<file path="src/rtl/sap_sequencer.sv">
// SAP-1 style control unit: owns PC, IR and the T-state machine.
// Drives the program ROM address and the datapath load/select strobes.
module sap_sequencer #(
    parameter int                ADDR_W   = 4,
    parameter logic [ADDR_W-1:0] PC_RESET = '0
) (
    input  logic              clk,
    input  logic              rst,
    input  logic              run,
    input  logic              step,
    output logic [ADDR_W-1:0] rom_ad,
    input  logic [7:0]        rom_dout,
    input  logic              carry_flag,
    input  logic              zero_flag,
    output logic [ADDR_W-1:0] operand,
    output logic              acc_ld,
    output logic [1:0]        acc_sel,
    output logic              b_ld,
    output logic              alu_sub,
    output logic              flags_ld,
    output logic              out_ld,
    output logic              halted,
    output logic [ADDR_W-1:0] pc,
    output logic [2:0]        tstate
);

    typedef enum logic [2:0] {
        T0   = 3'd0,
        T1   = 3'd1,
        T2   = 3'd2,
        T3   = 3'd3,
        HALT = 3'd4
    } state_t;

    typedef enum logic [3:0] {
        OP_NOP = 4'h0,
        OP_LDA = 4'h1,
        OP_ADD = 4'h2,
        OP_SUB = 4'h3,
        OP_LDI = 4'h4,
        OP_JMP = 4'h5,
        OP_JC  = 4'h6,
        OP_JZ  = 4'h7,
        OP_OUT = 4'hE,
        OP_HLT = 4'hF
    } op_t;

    state_t            state;
    state_t            state_nx;
    logic [ADDR_W-1:0] pc_q;
    logic [ADDR_W-1:0] pc_nx;
    logic [7:0]        ir;
    logic [7:0]        ir_nx;
    logic [3:0]        op;
    logic [ADDR_W-1:0] opr;

    logic              acc_ld_d;
    logic [1:0]        acc_sel_d;
    logic              b_ld_d;
    logic              alu_sub_d;
    logic              flags_ld_d;
    logic              out_ld_d;

    assign op  = ir[7:4];
    assign opr = ADDR_W'(ir[3:0]);

    always_ff @(posedge clk) begin
        if (rst) begin
            state <= T0;
            pc_q  <= PC_RESET;
            ir    <= 8'h00;
        end else begin
            state <= state_nx;
            pc_q  <= pc_nx;
            ir    <= ir_nx;
        end
    end

    always_comb begin
        state_nx   = state;
        pc_nx      = pc_q;
        ir_nx      = ir;
        rom_ad     = pc_q;
        acc_ld_d   = 1'b0;
        acc_sel_d  = 2'd0;
        b_ld_d     = 1'b0;
        alu_sub_d  = 1'b0;
        flags_ld_d = 1'b0;
        out_ld_d   = 1'b0;
        unique case (state)
            T0: begin
                if (run || step) begin
                    state_nx = T1;
                end
            end
            T1: begin
                ir_nx    = rom_dout;
                pc_nx    = pc_q + ADDR_W'(1);
                state_nx = T2;
            end
            T2: begin
                state_nx = T0;
                unique case (op)
                    OP_LDA: begin
                        rom_ad   = opr;
                        acc_ld_d = 1'b1;
                    end
                    OP_ADD, OP_SUB: begin
                        rom_ad   = opr;
                        b_ld_d   = 1'b1;
                        state_nx = T3;
                    end
                    OP_LDI: begin
                        acc_ld_d  = 1'b1;
                        acc_sel_d = 2'd2;
                    end
                    OP_JMP: pc_nx = opr;
                    OP_JC: begin
                        if (carry_flag) begin
                            pc_nx = opr;
                        end
                    end
                    OP_JZ: begin
                        if (zero_flag) begin
                            pc_nx = opr;
                        end
                    end
                    OP_OUT: out_ld_d = 1'b1;
                    OP_HLT: state_nx = HALT;
                    default: ;
                endcase
            end
            T3: begin
                acc_ld_d   = 1'b1;
                acc_sel_d  = 2'd1;
                alu_sub_d  = (op == OP_SUB);
                flags_ld_d = 1'b1;
                state_nx   = T0;
            end
            HALT: state_nx = HALT;
            default: state_nx = T0;
        endcase
    end

    // reset overrides strobes combinationally, even mid-instruction
    assign acc_ld   = acc_ld_d & ~rst;
    assign acc_sel  = rst ? 2'd0 : acc_sel_d;
    assign b_ld     = b_ld_d & ~rst;
    assign alu_sub  = alu_sub_d & ~rst;
    assign flags_ld = flags_ld_d & ~rst;
    assign out_ld   = out_ld_d & ~rst;

    assign operand = opr;
    assign halted  = (state == HALT);
    assign pc      = pc_q;
    assign tstate  = state;

endmodule

</file>
<file path="config.mk">
export PLATFORM = sky130hd
export DESIGN_NAME = sap_sequencer
export DESIGN_NICKNAME = d
export VERILOG_FILES = /design/src/rtl/sap_sequencer.sv
export SDC_FILE = /design/constraint.sdc
export NUM_CORES = 1
export LEC_CHECK = 0
export ABC_AREA = 1
export BUFFER_PORTS_ARGS = -buffer_cell sky130_fd_sc_hd__buf_2
export CORE_MARGIN = 2
export CORE_UTILIZATION = 49
export DETAILED_ROUTE_END_ITERATION = 12
export GPL_TIMING_DRIVEN = 0
export HOLD_SLACK_MARGIN = 0.05
export PLACE_DENSITY = 0.88
export SYNTH_ARGS = -nofsm -noshare
export SYNTH_HDL_FRONTEND = slang
export SYNTH_SLANG_ARGS = --single-unit
</file>
<file path="constraint.sdc">
create_clock -name clk -period 2.3 [get_ports clk]
set_input_delay 0.23 -clock clk [delete_from_list [all_inputs] [get_ports clk]]
set_output_delay 0.23 -clock clk [all_outputs]
set_load 0.01 [all_outputs]
</file>
* Yosys cells after proc, flatten, opt, wreduce, memory -nomap -nowiden
Index checks and enable logic that the tools add are counted.
** Cells by class
- Divide/modulo/power cells :: 0
- Add/sub/neg operators :: 1
- Order comparisons :: 0
- Multipliers :: 0
- Bitwise operators :: 6
- Shift operators :: 0
- Reduce and logical (&&, ||, !) cells :: 7
- Equal/unequal tests :: 17
- Mux-type cells :: 20
** Operator list (count)
- 4-bit by 3-bit equality test with 1-bit output, second input constant :: 4
- 4-bit two-way mux :: 4
- 3-bit one-hot mux with 4 select lines :: 1
- 4-bit one-hot mux with 3 select lines :: 1
- 4-bit by 2-bit equality test with 1-bit output, second input constant :: 2
- 4-bit equality test, second input constant :: 2
- 4-bit one-hot mux with 2 select lines :: 1
- 1-bit two-way mux :: 7
- 3-bit by 2-bit equality test with 1-bit output, second input constant :: 2
- 3-bit inequality test, second input constant :: 2
- 3-bit one-hot mux with 2 select lines :: 1
- 1-bit AND :: 5
- 4-bit by 1-bit adder with 4-bit output, second input constant :: 1
- 4-bit by 1-bit equality test with 1-bit output, second input constant :: 1
- 2-bit two-way mux :: 2
- 4-bit by 2-bit inequality test with 1-bit output, second input constant :: 1
- 2-bit one-hot mux with 2 select lines :: 1
- 4-bit AND reduction :: 1
- 2-bit OR reduction :: 2
- 3-bit by 1-bit equality test with 1-bit output, second input constant :: 1
- 3-bit equality test, second input constant :: 1
- 3-bit zero test :: 1
- 3-bit two-way mux :: 1
- 3-bit OR reduction :: 1
- 5 further kinds :: 5
** Word-level totals
- Word-level logic and storage cells :: 54
- Input port bits :: 14
- Memory bits (read-only) :: 0
- Memories :: 0
- Output and inout bits :: 23
- Latch bits :: 0
- Bits in writable memories :: 0
- Flip-flop bits (word level) :: 15

* Depth between registers and ports, before layout
Gate-level depths: netlist of the first run.
- Depth after elaboration :: 5
- Gate-level depth with buffers :: 8
- Mapped depth without buffers :: 8

* Worst setup path after synthesis of the first run
Ideal clock, no wire load.
- Kind :: register to output
- Start :: register state[2] (netlist: tstate[2])
- End :: output port rom_ad[0]
- Stages on the path, launching flop included :: 6
- Path buffers :: 0
- Setup slack :: 842 ps
- Data required time :: 2070 ps
- Arrival time :: 1228 ps
- Path through :: dfxtp_1 > inv_1 > nand2_1 > nor2_4 > nand3_1 > o21ai_0
** On the way
- Longest elaborated chain between the ends :: 2
** Ends and longest elaborated chain
- start: declaration :: line 48 : state_t state;
- start signal: assignment :: line 73 : state <= state_nx;
- 3-bit by 2-bit equality test with 1-bit output :: line 90 : unique case (state)
- 4-bit two-way mux :: line 90
- end: declaration :: line 11 : output logic [ADDR_W-1:0] rom_ad,
No other way between the ends.

* Worst setup path after layout of the first run
- Start :: register state[2] (netlist: tstate[2])
- End :: output port rom_ad[3]
Same word-level chain as after synthesis.

==> impl_metrics.toml, run 1 <==
[logic_synthesis]
ys_ff_latch = 15
synthCells = 136
yosysTopAreaCell = "dfxtp_1"
synth_common_cells = "nand2_1, inv_1, dfxtp_1"
synthMostInstantiatedCell = "nand2_1"
ys_warn_count = 0
ys_seq_area_frac = 0.344
ys.flop_type = "dfxtp_1"
synth.net_count = 151
yosysUniqueCellTypes = 18
synth-edff-count = 0
synth.avg_cell_area_um2 = 6.41
yosys-top-cells-area = "dfxtp_1, nand2_1, inv_1, o21ai_0, nand3_1"
netlist_area_um2 = 872
netlist.area_leader.share = 0.344
ys_async_sr_fraction = 0

[job]
maxCapViolCount = 0

[detailed_routing]
postRouteAntennaNets = 0
drtPass1Iterations = 4
wl_per_cell_um = 10.4
vias = 1019
drt_iter0_markers = 16
drt-met1-wl_um = 914
drc_errors = 0
top_layer = "met4"
avgViaCountPerCell = 5.07
wl_met3_um = 120
routed_wl_mm = 2.09
wl_met2_mm = 1.01

[clock_network]
insertion_delay_ns = 0.29
cts_buffer_depth = 2
cts_num_sinks = 15
cts_setup_buffers = 0
clockRootBuffer = "clkbuf_4"
cts_buffers = 3
cts.clk_slew.worst_paths_ns = 0.09
htree_levels = 1
cts_tree = "yes"
cts_resized = 0
hold_buffers = 0

[die]
dieArea_um2 = 2130
die_h_um = 46.2
rows = 15
io_pins = 37
initial_core_util = 0.511
core_area_um2 = 1710
die_w_um = 46.2

[worst_setup_path]
worstPathMaxFanout = 8
critPathKind = "reg2out"
cp-start-kind = "register"
cp.required_ns = 2.07
arrival_ns = 1.71
end_kind = "primary output"

[sta]
worst_slew_pin_slew_ns = 0.338
setup-tns-final_ns = 0
fmax_mhz = 516
min_period_over_period = 0.843
max-slew-margin-rel = 0.774
fin_crit_ns = 1.94
slew_violations = 0
hold_viol_final = 0
final-setup-viol-count = 0
rsz0062_at_grt = "false"
fin_skew_ns = 0.000609

[global_route]
grt-ovfl-total = 0
grt_max_degree = 11
grt_pass1_vias = 796
grt_antenna_before_repair = 0
grt_pass1_wl_mm = 3.35
grt_use_total = 0.220

[pwr]
power_leakage_nw = 0.592
max-vdd-ir-drop_mv = 0.353
power.density_nw_per_um2 = 659

[placed_design]
post-dp-hpwl_mm = 1.63
io_buffers = 36
globalplace.congestion = 0.921

[layout]
drive_above_1_share = 0.290
nets = 192
syn2layout_area_growth_pct = 27.4
utilization = 0.651
diodes = 0
nFillCells = 161

[outcome]
outcome = "complete, no violations"

[hold_path]
worstHoldPathType = "in2reg"
## power by group
| group | internal [W] | switching (W) |
|---|---|---|
| Clock | 0.0000648 | 0.0000922 |
| Combinational | 0.000101 | 0.000139 |
| Sequential | 0.000293 | 0.0000411 |
| Total | 0.000460 | 0.000273 |
## per-layer routing
metal / global-route usage / vias up
met5: 0 / -
met4: 0.0857 / 0
met3: 0.0588 / 7
met2: 0.344 / 36
met1: 0.286 / 454
li1: - / 522
## path summary, 6_finish.rpt
check / endpoint / depth (start not counted) / startpoint / slack, ns
max reg2reg: ir[7] / 5 / tstate[2] / 0.95
max: rom_ad[3] / 6 / tstate[2] / 0.36
min: tstate[1] / 2 / rst / 0.13
min reg2reg: ir[1] / 2 / ir[1] / 0.49
## worst max-delay path, cell delays in order, from the launching register on
cell,delay (ns)
dfxtp_1,0.32
inv_1,0.15
nand2_1,0.13
nor2_4,0.17
nand3_1,0.24
o21ai_0,0.23
buf_2,0.16
## placed cells by master, fill, tap and decap left out, drive strengths merged
master  synthesis  routed
nor2           14      14
nor3            3       3
nand4           3       3
nor4            2       2
a211oi          1       1
or2             1       1
dfxtp          15      15
nand3          13      13
o21ai          14      14
inv            21      21
ha              1       1
nand2          30      30
buf             6      42
clkinv          0       1
a21oi          12      12
clkbuf          0       3
## kinds of logic after synthesis
group,Yosys count,share of synthesized area
AND/OR/NAND/NOR,66,0.344
AO/OA/AOI/OAI,27,0.158
adder cells (fa/ha/maj),1,0.0143
buffers and inverters,27,0.139
flip-flops,15,0.344
## sequential cells by signal, indices dropped and copies added (netlist names)
signal  flops
ir          8
pc          4
tstate      3
## through the flow
step                      setup WS [ns]  hold slack [ns]  power (W)  cells  instance area (um2)
after global routing              0.174            0.133   0.000788    201                 1110
after CTS                         0.378            0.131   0.000735    201                 1110
final                             0.362            0.134   0.000732    201                 1110
after detailed placement          0.707            0.444   0.000579    197                 1080
after floorplan                   0.842            0.299   0.000498    136                  872
after global placement            0.704            0.449   0.000570    197                 1080
## layout make-up
cell class	instances	area, um2	area share
inverter	21	78.8	0.0709
multi-input combinational	94	450	0.405
timing repair buffer	36	180	0.162
clock inverter	1	5.00	0.00450
tap	25	31.3	0.0282
buffer	6	42.5	0.0383
sequential	15	300	0.270
clock buffer	3	22.5	0.0203
No activity file was read; power rests on OpenSTA's default activity.
==> run 2: changes to the inputs <==
CORE_UTILIZATION = 46   (was 49)
PLACE_DENSITY = 0.83   (was 0.88)
clock period = 1.95 ns   (was 2.3 ns; I/O delays follow)
==> run 2 against run 1 <==
Sequential share of layout area is 0.091 points lower. Clock power is 17% higher. Final cell count stayed put. Critical endpoint is now rom_ad[1]. Largest cell class unchanged.
==> impl_metrics.toml, run 2 (synthesis gave the netlist of run 1 again) <==
[detailed_routing]
routed_wl_mm = 2.09
vias = 976
wl_per_cell_um = 10.4
postRouteAntennaNets = 0
avgViaCountPerCell = 4.86
drtPass1Iterations = 4
drt_iter0_markers = 15
drc_errors = 0

[layout]
final_common_cell = "buf_2"
syn2layout_area_growth_pct = 27.8
nets = 192
utilization = 0.632
regMostFlops = "ir"
diodes = 0
largest_register_ff_count = 8
drive_above_1_share = 0.295
final_cell_mix = "buf_2, nand2_1, inv_1, dfxtp_1, o21ai_0"

[clock_network]
cts.clk_slew.worst_paths_ns = 0.09
htree_levels = 1
cts_buffers = 3
cts_num_sinks = 15
cts_buffer_depth = 2
cts_tree = "yes"
hold_buffers = 0
clockRootBuffer = "clkbuf_4"
insertion_delay_ns = 0.29

[global_route]
grt_pass1_vias = 792
grt-ovfl-total = 0
grt_use_total = 0.204
grt_max_degree = 11
grt_antenna_before_repair = 0
grt_pass1_wl_mm = 3.26

[sta]
fin_crit_ns = 1.80
setup_slack_ns = 0.147
slew_violations = 0
fin_skew_ns = 0.00142
fmax_mhz = 555
min_period_over_period = 0.925
worst_slew_pin_slew_ns = 0.337
final-setup-viol-count = 0
max-slew-margin-rel = 0.774
setup-tns-final_ns = 0
rsz0062_at_grt = "false"
hold_viol_final = 0

[die]
dieArea_um2 = 2260
core_area_um2 = 1760
initial_core_util = 0.494
die_h_um = 47.5
io_pins = 37
rows = 15
die_w_um = 47.5

[worst_setup_path]
cp.required_ns = 1.75
worstPathMaxFanout = 8
crit_family = "simple AND/OR/NAND/NOR gates"
crit_slowest_cell = "dfxtp_1"
arrival_ns = 1.61
slowest_delay_ns = 0.44
path_cells = "nand2_1 -> nor2_4 -> nand3_2 -> o21ai_0 -> buf_2"
reg2reg_slack_ns = 0.61
end_kind = "primary output"
critPathKind = "reg2out"
path_buf_inv = 1
cp-start-kind = "register"

[outcome]
outcome = "complete, no violations"

[pwr]
power.density_nw_per_um2 = 775
max-vdd-ir-drop_mv = 0.470
power_leakage_nw = 0.590

[placed_design]
io_buffers = 36
post-dp-hpwl_mm = 1.62
globalplace.congestion = 0.815
pre_cts_slack_ns = 0.352

[job]
maxCapViolCount = 0

[hold_path]
worstHoldPathType = "in2reg"
run 2: layer usage:
metal / routed length, um / GRT usage / up-vias
li1: - / - / 518
met1: 973 / 0.253 / 423
met2: 955 / 0.330 / 32
met3: 134 / 0.0566 / 3
met4: 28 / 0.0919 / 0
met5: 0 / 0 / -
run 2: path summary, 6_finish.rpt:
| path | startpoint | end | cells after the start |
|---|---|---|---|
| worst max-delay path | tstate[1] | rom_ad[1] | 5 |
| worst min-delay path | rst | tstate[1] | 2 |
| worst max register to register | tstate[0] | ir[7] | 4 |
| worst min register to register | ir[0] | ir[0] | 2 |
run 2: where the power goes:
| part | switching, W | internal, W | leakage [nW] | total [W] |
|---|---|---|---|---|
| Clock | 0.000104 | 0.0000797 | 0.0150 | 0.000184 |
| Combinational | 0.000166 | 0.000120 | 0.451 | 0.000286 |
| Sequential | 0.0000479 | 0.000346 | 0.124 | 0.000394 |
| Total | 0.000318 | 0.000546 | 0.590 | 0.000863 |
run 2: per-stage QoR:
| stage | instance area [um2] | power [W] | hold WS, ns | std cells |
|---|---|---|---|---|
| finish | 1110 | 0.000863 | 0.119 | 201 |
| global route | 1110 | 0.000922 | 0.119 | 201 |
| CTS | 1110 | 0.000864 | 0.119 | 201 |
| detailed placement | 1080 | 0.000683 | 0.427 | 197 |
| global placement | 1080 | 0.000674 | 0.422 | 197 |
| floorplan | 872 | 0.000587 | 0.264 | 136 |
run 2: worst reg2reg max path: stages, from the launching register on:
cell     delay (ns)
dfxtp_1        0.45
nand3_1        0.30
buf_4          0.28
o21ai_0        0.15
a21oi_1        0.06
run 2: area by class of cell:
cell class              instances  area, um2
repair buffers                 36        180
inverters                      21       78.8
multi-input cells              94        455
fillers                       184        649
flip-flops and latches         15        300
clock buffers                   4       26.3
plain buffers                   6       42.5
well taps                      25       31.3
run 2: timing repair:
item	CTS	global route
setup buffers	0	0
endpoints found under the setup margin	0	5
endpoints found under the hold margin	0	0
gates resized for setup	0	2
